`src/rtl/uart_pkg.sv`:
```
// Shared definitions for the photo-frame serial link (uart_tx / uart_rx).
//   - default clock and line rate
//   - 3-bit FSM state encodings reported on o_state by both directions
//   - bit-period derivation used by the baud counters
package uart_pkg;

  localparam int unsigned DEF_CLK_FREQ  = 50_000_000;
  localparam int unsigned DEF_BAUD_RATE = 9600;

  typedef enum logic [2:0] {
    ST_IDLE      = 3'd0,
    ST_START     = 3'd1,
    ST_DATA      = 3'd2,
    ST_STOP      = 3'd3,
    ST_WAIT_IDLE = 3'd4
  } uart_state_e;

  // Clocks per bit, rounded to nearest so the rate error stays below half a clock.
  function automatic int unsigned calc_bit_cnt(input int unsigned clk_freq,
                                               input int unsigned baud_rate);
    return (clk_freq + baud_rate / 2) / baud_rate;
  endfunction

  function automatic int unsigned calc_half_bit(input int unsigned clk_freq,
                                                input int unsigned baud_rate);
    return calc_bit_cnt(clk_freq, baud_rate) / 2;
  endfunction

endpackage

```
`src/rtl/uart_sync2.sv`:
```
// Generic two-flop synchronizer for a single asynchronous bit.
//   clk   : destination clock
//   rst_n : asynchronous active-low reset, loads RST_VAL into both stages
//   d_i   : asynchronous input
//   q_o   : synchronized output (two clock latency)
module uart_sync2 #(
  parameter logic RST_VAL = 1'b1
) (
  input  logic clk,
  input  logic rst_n,
  input  logic d_i,
  output logic q_o
);

  logic meta_q;
  logic sync_q;

  // NOTE: non-blocking assignments make both stages update from pre-edge values,
  // giving a real two-stage shift instead of a single flop.
  always_ff @(posedge clk or negedge rst_n) begin
    if (!rst_n) begin
      meta_q <= RST_VAL;
      sync_q <= RST_VAL;
    end else begin
      meta_q <= d_i;
      sync_q <= meta_q;
    end
  end

  assign q_o = sync_q;

endmodule

```
`src/rtl/uart_rx.sv`:
```
// 8N1 serial receiver (LSB first, one start, eight data, one stop, no parity).
//   i_clk_sys    : system clock, rising edge
//   i_rst_n      : asynchronous active-low reset
//   i_uart_rx    : serial line, asynchronous, idle high
//   o_data_rx    : last correctly received byte, held until the next good frame
//   o_data_valid : one-cycle pulse when o_data_rx updates
//   o_frame_err  : one-cycle pulse when the stop bit samples 0
//   o_state      : current FSM state (debug)
//   o_busy       : high in every state except IDLE
// The start bit is re-checked at mid-bit, every later bit is sampled at its
// centre, and the FSM returns to IDLE at mid-stop-bit so back-to-back frames
// keep half a bit of margin for the next start edge.
module uart_rx
  import uart_pkg::*;
#(
  parameter int unsigned CLK_FREQ  = DEF_CLK_FREQ,
  parameter int unsigned BAUD_RATE = DEF_BAUD_RATE
) (
  input  logic       i_clk_sys,
  input  logic       i_rst_n,
  input  logic       i_uart_rx,
  output logic [7:0] o_data_rx,
  output logic       o_data_valid,
  output logic       o_frame_err,
  output logic [2:0] o_state,
  output logic       o_busy
);

  localparam int unsigned BIT_CNT  = calc_bit_cnt(CLK_FREQ, BAUD_RATE);
  localparam int unsigned HALF_BIT = calc_half_bit(CLK_FREQ, BAUD_RATE);
  localparam int unsigned CNT_W    = $clog2(BIT_CNT);

  localparam logic [CNT_W-1:0] BIT_LAST  = CNT_W'(BIT_CNT - 1);
  localparam logic [CNT_W-1:0] HALF_LAST = CNT_W'(HALF_BIT - 1);

  logic rx_s;

  uart_sync2 #(.RST_VAL(1'b1)) u_sync (
    .clk   (i_clk_sys),
    .rst_n (i_rst_n),
    .d_i   (i_uart_rx),
    .q_o   (rx_s)
  );

  uart_state_e      state_q;
  logic [CNT_W-1:0] cnt_q;
  logic [2:0]       idx_q;
  logic [7:0]       shift_q;
  logic [7:0]       data_q;
  logic             valid_q;
  logic             err_q;

  // The counter is zeroed on every transition so each state times from its own entry.
  always_ff @(posedge i_clk_sys or negedge i_rst_n) begin
    if (!i_rst_n) begin
      state_q <= ST_IDLE;
      cnt_q   <= '0;
      idx_q   <= '0;
      shift_q <= '0;
      data_q  <= '0;
      valid_q <= 1'b0;
      err_q   <= 1'b0;
    end else begin
      // NOTE: pulses default low every cycle so they can only be high for the
      // single cycle in which a branch below sets them.
      valid_q <= 1'b0;
      err_q   <= 1'b0;

      case (state_q)
        ST_IDLE: begin
          cnt_q <= '0;
          if (!rx_s) begin
            state_q <= ST_START;
          end
        end

        ST_START: begin
          if (cnt_q == HALF_LAST) begin
            cnt_q <= '0;
            if (!rx_s) begin
              state_q <= ST_DATA;
              idx_q   <= '0;
            end else begin
              // Line went back high before mid-start: a glitch, not a frame.
              state_q <= ST_IDLE;
            end
          end else begin
            cnt_q <= cnt_q + 1'b1;
          end
        end

        ST_DATA: begin
          if (cnt_q == BIT_LAST) begin
            cnt_q          <= '0;
            shift_q[idx_q] <= rx_s;
            if (idx_q == 3'd7) begin
              state_q <= ST_STOP;
            end else begin
              idx_q <= idx_q + 3'd1;
            end
          end else begin
            cnt_q <= cnt_q + 1'b1;
          end
        end

        ST_STOP: begin
          if (cnt_q == BIT_LAST) begin
            cnt_q <= '0;
            if (rx_s) begin
              data_q  <= shift_q;
              valid_q <= 1'b1;
              state_q <= ST_IDLE;
            end else begin
              err_q   <= 1'b1;
              state_q <= ST_WAIT_IDLE;
            end
          end else begin
            cnt_q <= cnt_q + 1'b1;
          end
        end

        ST_WAIT_IDLE: begin
          // Hold off through a break until the line returns to idle.
          cnt_q <= '0;
          if (rx_s) begin
            state_q <= ST_IDLE;
          end
        end

        default: begin
          cnt_q   <= '0;
          state_q <= ST_IDLE;
        end
      endcase
    end
  end

  assign o_data_rx    = data_q;
  assign o_data_valid = valid_q;
  assign o_frame_err  = err_q;
  assign o_state      = state_q;
  assign o_busy       = (state_q != ST_IDLE);

endmodule

```
`config.mk`:
```
export PLATFORM = sky130hd
export DESIGN_NAME = uart_rx
export DESIGN_NICKNAME = d
export VERILOG_FILES = /design/src/rtl/uart_pkg.sv /design/src/rtl/uart_sync2.sv /design/src/rtl/uart_rx.sv
export SDC_FILE = /design/constraint.sdc
export NUM_CORES = 1
export LEC_CHECK = 0
export CORE_AREA = 5 5 92 94
export DETAILED_ROUTE_END_ITERATION = 10
export DIE_AREA = 0 0 97 99
export DONT_BUFFER_PORTS = 1
export SYNTH_ARGS = -nofsm -noshare
export SYNTH_HDL_FRONTEND = slang
export SYNTH_HIERARCHICAL = 1
export SYNTH_SLANG_ARGS = --single-unit
```
`constraint.sdc`:
```
create_clock -name i_clk_sys -period 3.42 [get_ports i_clk_sys]
set_input_delay 0.855 -clock i_clk_sys [delete_from_list [all_inputs] [get_ports i_clk_sys]]
set_output_delay 0.855 -clock i_clk_sys [all_outputs]
set_load 0.1 [all_outputs]
```
==> flow_summary.yaml, run 1 <==
yosys:
  synth_nets: 169
  ys_ff_latch: 39
  ys_types: 35
  syn_inst: 163
  ys_async_sr_fraction: 1.00
  ys_seq_area_frac: 0.519
  synth_flop_cell: "dfrtp_1"
  synth-warning-count: 6
  synth_area_sq_mm: 0.00189
  synth_edf_count: 0
  avgSynthCellArea_sq_um: 11.6
timing:
  slew_violations: 0
  finalSetupTns_ns: 0
  fin_crit_ns: 2.34
  rsz0062_at_grt: "false"
  max_freq_ghz: 0.427
  hold_violations: 0
  skew_ns: 0.0103
  fin_ws_ns: 1.08
  tightest_slew_ns: 0.918
  finalSetupViolCount: 0
  period_share: 0.685
  slew_headroom: 0.388
worst_setup_path:
  worstPathArrival_ns: 1.49
  endpoint_kind: "output pin"
  cp-start-kind: "flop"
  worstPathRequired_ns: 2.56
  path_class: "flop to output pin"
  crit_path_max_fanout: 5
grt:
  first_global_vias: 1263
  grt_usage: 0.0782
  grt_pass1_wl_mm: 6.16
  antenna_found_initial: 0
  grt_max_degree: 40
  grt_overflow_total: 0
finish:
  n_fill_cell: 781
  final_common_cell: "dfrtp_1"
  seqCellArea_sq_um: 978
  multi_input_area_sq_um: 838
  final_cell_mix: "37 x dfrtp_1, 22 x nor2_1, 9 x xnor2_1, 9 x mux2_2, 8 x nand4_1"
  drive_gt1_frac: 0.172
  nets: 174
  diodes: 0
  synthToLayoutAreaGrowth_pct: 10.4
clock_tree:
  cts_setup_buffers: 0
  clk_pin_slew_worst_paths_ns: 0.08
  clockBufferDepth: 2
  cts_made_buffers: 5
  root_buffer: "clkbuf_8"
  worstSkewPairLatency_ns: 0.30
  cts_hold_repair.buffers: 0
  cts_tree: "yes"
  cts_resized: 0
  htreeDepth: 2
  clock-sinks: 39
flow_run:
  maxCapViolCount: 0
floorplanning:
  fp.dieH_microns: 99
  core_region_area_sq_mm: 0.00757
  ios: 17
  design.die.area_sq_mm: 0.00960
  start_util: 0.249
  num_rows: 32
  chipWidth_microns: 97
routing:
  vias: 1247
  drt-total-wl_mm: 3.57
  dr.first_iter.drc_count: 22
  detail-route-antenna-nets: 0
  drt_first_pass_iters: 4
  post_drt_wl_per_cell_microns: 13.2
  avgViaCountPerCell: 4.60
  drc: 0
place:
  dpl_worst_slack_ns: 1.36
  io_buffers: 0
  dpl.hpwl_mm: 2.49
  gp_congestion: 0.751
power:
  p_leak_nw: 0.947
  pwr_density_cell_mw_per_mm2: 378
  peakVddDrop_mv: 0.154
min_path:
  worst_hold_path_type: "input port to async pin"
status:
  status: "completed"
sequential cells by signal, indices dropped and copies added, names as in the netlist:
name / count
o_data_rx: 8
idx_q: 3
shift_q: 8
u_sync/q_o: 1
cnt_q: 13
o_data_valid: 1
o_frame_err: 1
o_state: 3
u_sync/meta_q: 1
routing by layer:
metal  track usage  share of wire
met4        0.0238         0.0090
met1         0.104           0.47
met5             0              0
met3        0.0255          0.050
met2         0.121           0.47
critical path: stages (launching register included):
cell	delay, ns
dfrtp_1	0.37
buf_4	0.24
nor2_1	0.27
nand2_1	0.09
buf_4	0.23
report_power, final:
group / switching, mW / internal [mW] / total, mW
combinational: 0.000460 / 0.000506 / 0.000967
clock: 0.175 / 0.146 / 0.321
sequential: 0.00264 / 0.463 / 0.466
total: 0.178 / 0.609 / 0.787
logic make-up (layout without fill, tap and decap cells):
family / after synthesis / count (layout) / share of synthesized area
buffers and inverters: 10 / 16 / 0.0365
AO/OA/AOI/OAI: 11 / 11 / 0.0484
multiplexers: 16 / 16 / 0.0956
AND/OR/NAND/NOR: 73 / 73 / 0.230
adder cells (fa/ha/maj): 3 / 3 / 0.0199
XOR/XNOR: 11 / 11 / 0.0511
flip-flops: 39 / 39 / 0.519
Yosys cell counts, types with 4 or more instances:
cell	number	area (sq um)
mux2_2	9	101
and3_1	5	31.3
nor2b_1	4	25.0
nand2_1	6	22.5
nor3_1	5	25.0
nand4_1	8	50.1
nand3_1	6	30.0
buf_6	4	45.0
xnor2_1	9	78.8
dfrtp_1	37	926
mux2_1	7	78.8
inv_1	4	15.0
nor4_1	4	25.0
nor2_1	22	82.6
metrics by stage:
| stage | std cells | total power [mW] | cell area, sq um | hold WS (ns) | util |
|---|---|---|---|---|---|
| 2_1_floorplan | 163 | 0.475 | 1890 | 0.345 | - |
| 4_1_cts | 271 | 0.803 | 2080 | 0.228 | 0.275 |
| 5_1_grt | 271 | 0.830 | 2080 | 0.217 | 0.275 |
| 3_3_place_gp | 263 | 0.476 | 1990 | 0.363 | 0.263 |
| 3_5_place_dp | 263 | 0.476 | 1990 | 0.363 | 0.263 |
| 6_report | 271 | 0.787 | 2080 | 0.246 | 0.275 |
final timing paths:
check | startpoint | end | slack (ns) | cells after the start
max | o_state[1] | o_busy | 1.08 | 4
min | i_rst_n | cnt_q[10] | 0.25 | 0
max reg2reg | o_state[1] | shift_q[3] | 1.30 | 5
min reg2reg | u_sync/meta_q | u_sync/q_o | 0.38 | 0
max in group asynchronous | i_rst_n | u_sync/q_o | 2.99 | 0
min in group i_clk_sys | u_sync/meta_q | u_sync/q_o | 0.38 | 0
cell type report:
cell class / instances / share of cell area
clock buffer: 5 / 0.0331
timing repair buffer: 4 / 0.0144
clock inverter: 3 / 0.0114
multi-input combinational: 114 / 0.403
inverter: 4 / 0.00721
sequential: 39 / 0.470
tap: 102 / 0.0613
Note: power is estimated with default switching activity, not from simulation.
==> inputs of run 2 (changes only) <==
clock period = 2.23 ns   (was 3.42 ns; I/O delays follow)
==> run 2 against run 1 <==
Compared with the run above: non-clock buffer count is 4 higher; flip-flop and latch count did not move; largest power group unchanged; final area up 2.9%; worst hold slack lost 0.16 ns; sequential power rose by 53%; first-iteration DRC count is 23% higher; worst setup slack got worse by 0.84 ns.
==> flow_summary.yaml, run 2 (synthesis gave the netlist of run 1 again) <==
finish:
  max_flop_register: "cnt_q"
  diodes: 0
  synthToLayoutAreaGrowth_pct: 13.6
  fin_area_sq_mm: 0.00214
  nets: 178
  final_cells: 275
  final_common_cell: "dfrtp_1"
  n_fill_cell: 786
  utilization: 0.283
  final_cell_mix: "36 x dfrtp_1, 22 x nor2_1, 9 x xnor2_1, 9 x mux2_2, 8 x nand4_1"
  largest_reg_flops: 13
  drive_gt1_frac: 0.202
clock_tree:
  cts_tree: "yes"
  clk_pin_slew_worst_paths_ns: 0.09
  clockBufferDepth: 2
  clock-sinks: 39
  root_buffer: "clkbuf_8"
  htreeDepth: 2
  worstSkewPairLatency_ns: 0.30
  cts_made_buffers: 5
  cts_resized: 0
worst_setup_path:
  critical-path-max-stage-delay_ns: 0.40
  cpMaxStageDelayCell: "dfrtp_1"
  endpoint_kind: "flop"
  worstPathRequired_ns: 2.42
  cp-start-kind: "flop"
  crit_path_max_fanout: 11
  crit_path_cell_trace: "ha_1 > and4bb_1 > nand3_2 > nor4_1 > mux2_2"
  worstPathArrival_ns: 2.18
  path_class: "flop to flop"
place:
  dpl_worst_slack_ns: 0.231
  gp_congestion: 0.784
  dpl.hpwl_mm: 2.45
  dp_cells: 266
  post_dp_cell_area_sq_mm: 0.00203
  io_buffers: 0
timing:
  period_share: 0.893
  skew_ns: 0.00863
  slew_violations: 0
  finalSetupViolCount: 0
  tightest_slew_ns: 0.913
  fin_ws_ns: 0.238
  rsz0062_at_grt: "false"
  slew_headroom: 0.392
  hold_violations: 0
  finalSetupTns_ns: 0
  fin_crit_ns: 1.99
  max_freq_ghz: 0.502
floorplanning:
  ios: 17
  start_util: 0.249
  chipWidth_microns: 97
  num_rows: 32
  design.die.area_sq_mm: 0.00960
  fp.dieH_microns: 99
  core_region_area_sq_mm: 0.00757
routing:
  drt_first_pass_iters: 4
  avgViaCountPerCell: 4.49
  vias: 1236
  drt-total-wl_mm: 3.51
  dr.first_iter.drc_count: 27
  drc: 0
  detail-route-antenna-nets: 0
  post_drt_wl_per_cell_microns: 12.8
grt:
  grt_pass1_wl_mm: 6.25
  grt_usage: 0.0794
  grt_overflow_total: 0
  antenna_found_initial: 0
  first_global_vias: 1265
  grt_max_degree: 38
power:
  p_leak_nw: 0.983
  peakVddDrop_mv: 0.183
  pwr_density_cell_mw_per_mm2: 570
status:
  status: "completed"
min_path:
  worst_hold_path_type: "input port to async pin"
flow_run:
  maxCapViolCount: 0
## run 2: cell count changes in the layout (fill, tap and decap cells not counted)
cell / previous run / this run
buf_12: 0 / 2
buf_4: 4 / 6
clkinv_4: 0 / 2
clkinvlp_4: 2 / 1
dfrtp_1: 37 / 36
dfrtp_2: 0 / 1
inv_6: 1 / 0
nand2_1: 6 / 5
nand2_2: 0 / 1
## run 2: worst paths after layout
kind                                from            end  slack (ns)  depth (start not counted)
hold reg to reg            u_sync/meta_q     u_sync/q_o        0.36                          0
min in group i_clk_sys         i_uart_rx  u_sync/meta_q        0.25                          0
max in group asynchronous        i_rst_n     o_state[0]        1.93                          1
hold / removal                   i_rst_n       cnt_q[7]        0.09                          1
setup reg to reg                cnt_q[0]     shift_q[3]        0.24                          5
setup / recovery                cnt_q[0]     shift_q[3]        0.24                          5
## run 2: area by class of cell
type / instances / area [sq um] / share of cell area
Clock buffer: 5 / 68.8 / 0.0321
Clock inverter: 3 / 25.0 / 0.0117
Inverter: 4 / 15.0 / 0.00701
Multi-Input combinational cell: 114 / 841 / 0.393
Sequential cell: 39 / 980 / 0.457
Tap cell: 102 / 128 / 0.0596
Timing Repair Buffer: 8 / 85.1 / 0.0397
## run 2: stage by stage
step | hold WS, ns | total power [mW]
2_1_floorplan | 0.262 | 0.728
3_3_place_gp | 0.263 | 0.729
3_5_place_dp | 0.263 | 0.729
4_1_cts | 0.0872 | 1.24
5_1_grt | 0.0791 | 1.27
6_report | 0.0881 | 1.22
## run 2: repair_timing
action | CTS | global route
setup buffers | 0 | 0
hold endpoints to repair | 37 | 0
hold buffers | 1 | 0
## run 2: where the power goes
part	leakage [nW]	internal [mW]	switching, mW
registers	0.523	0.710	0.00371
clock network	0.0443	0.223	0.267
logic	0.415	0.00451	0.0130
total	0.983	0.938	0.284
## run 2: worst max-delay path: cells and delay by family (launching register included)
family,cells,cell delay [ns]
adder cells (fa/ha/maj),1,0.25
flip-flops,1,0.40
multiplexers,1,0.37
AND/OR/NAND/NOR,3,0.88
## run 2: routing by layer
| layer | GRT usage | part of all wire |
|---|---|---|
| met5 | 0 | 0 |
| met4 | 0.0324 | 0.015 |
| met3 | 0.0269 | 0.045 |
| met2 | 0.124 | 0.48 |
| met1 | 0.101 | 0.46 |
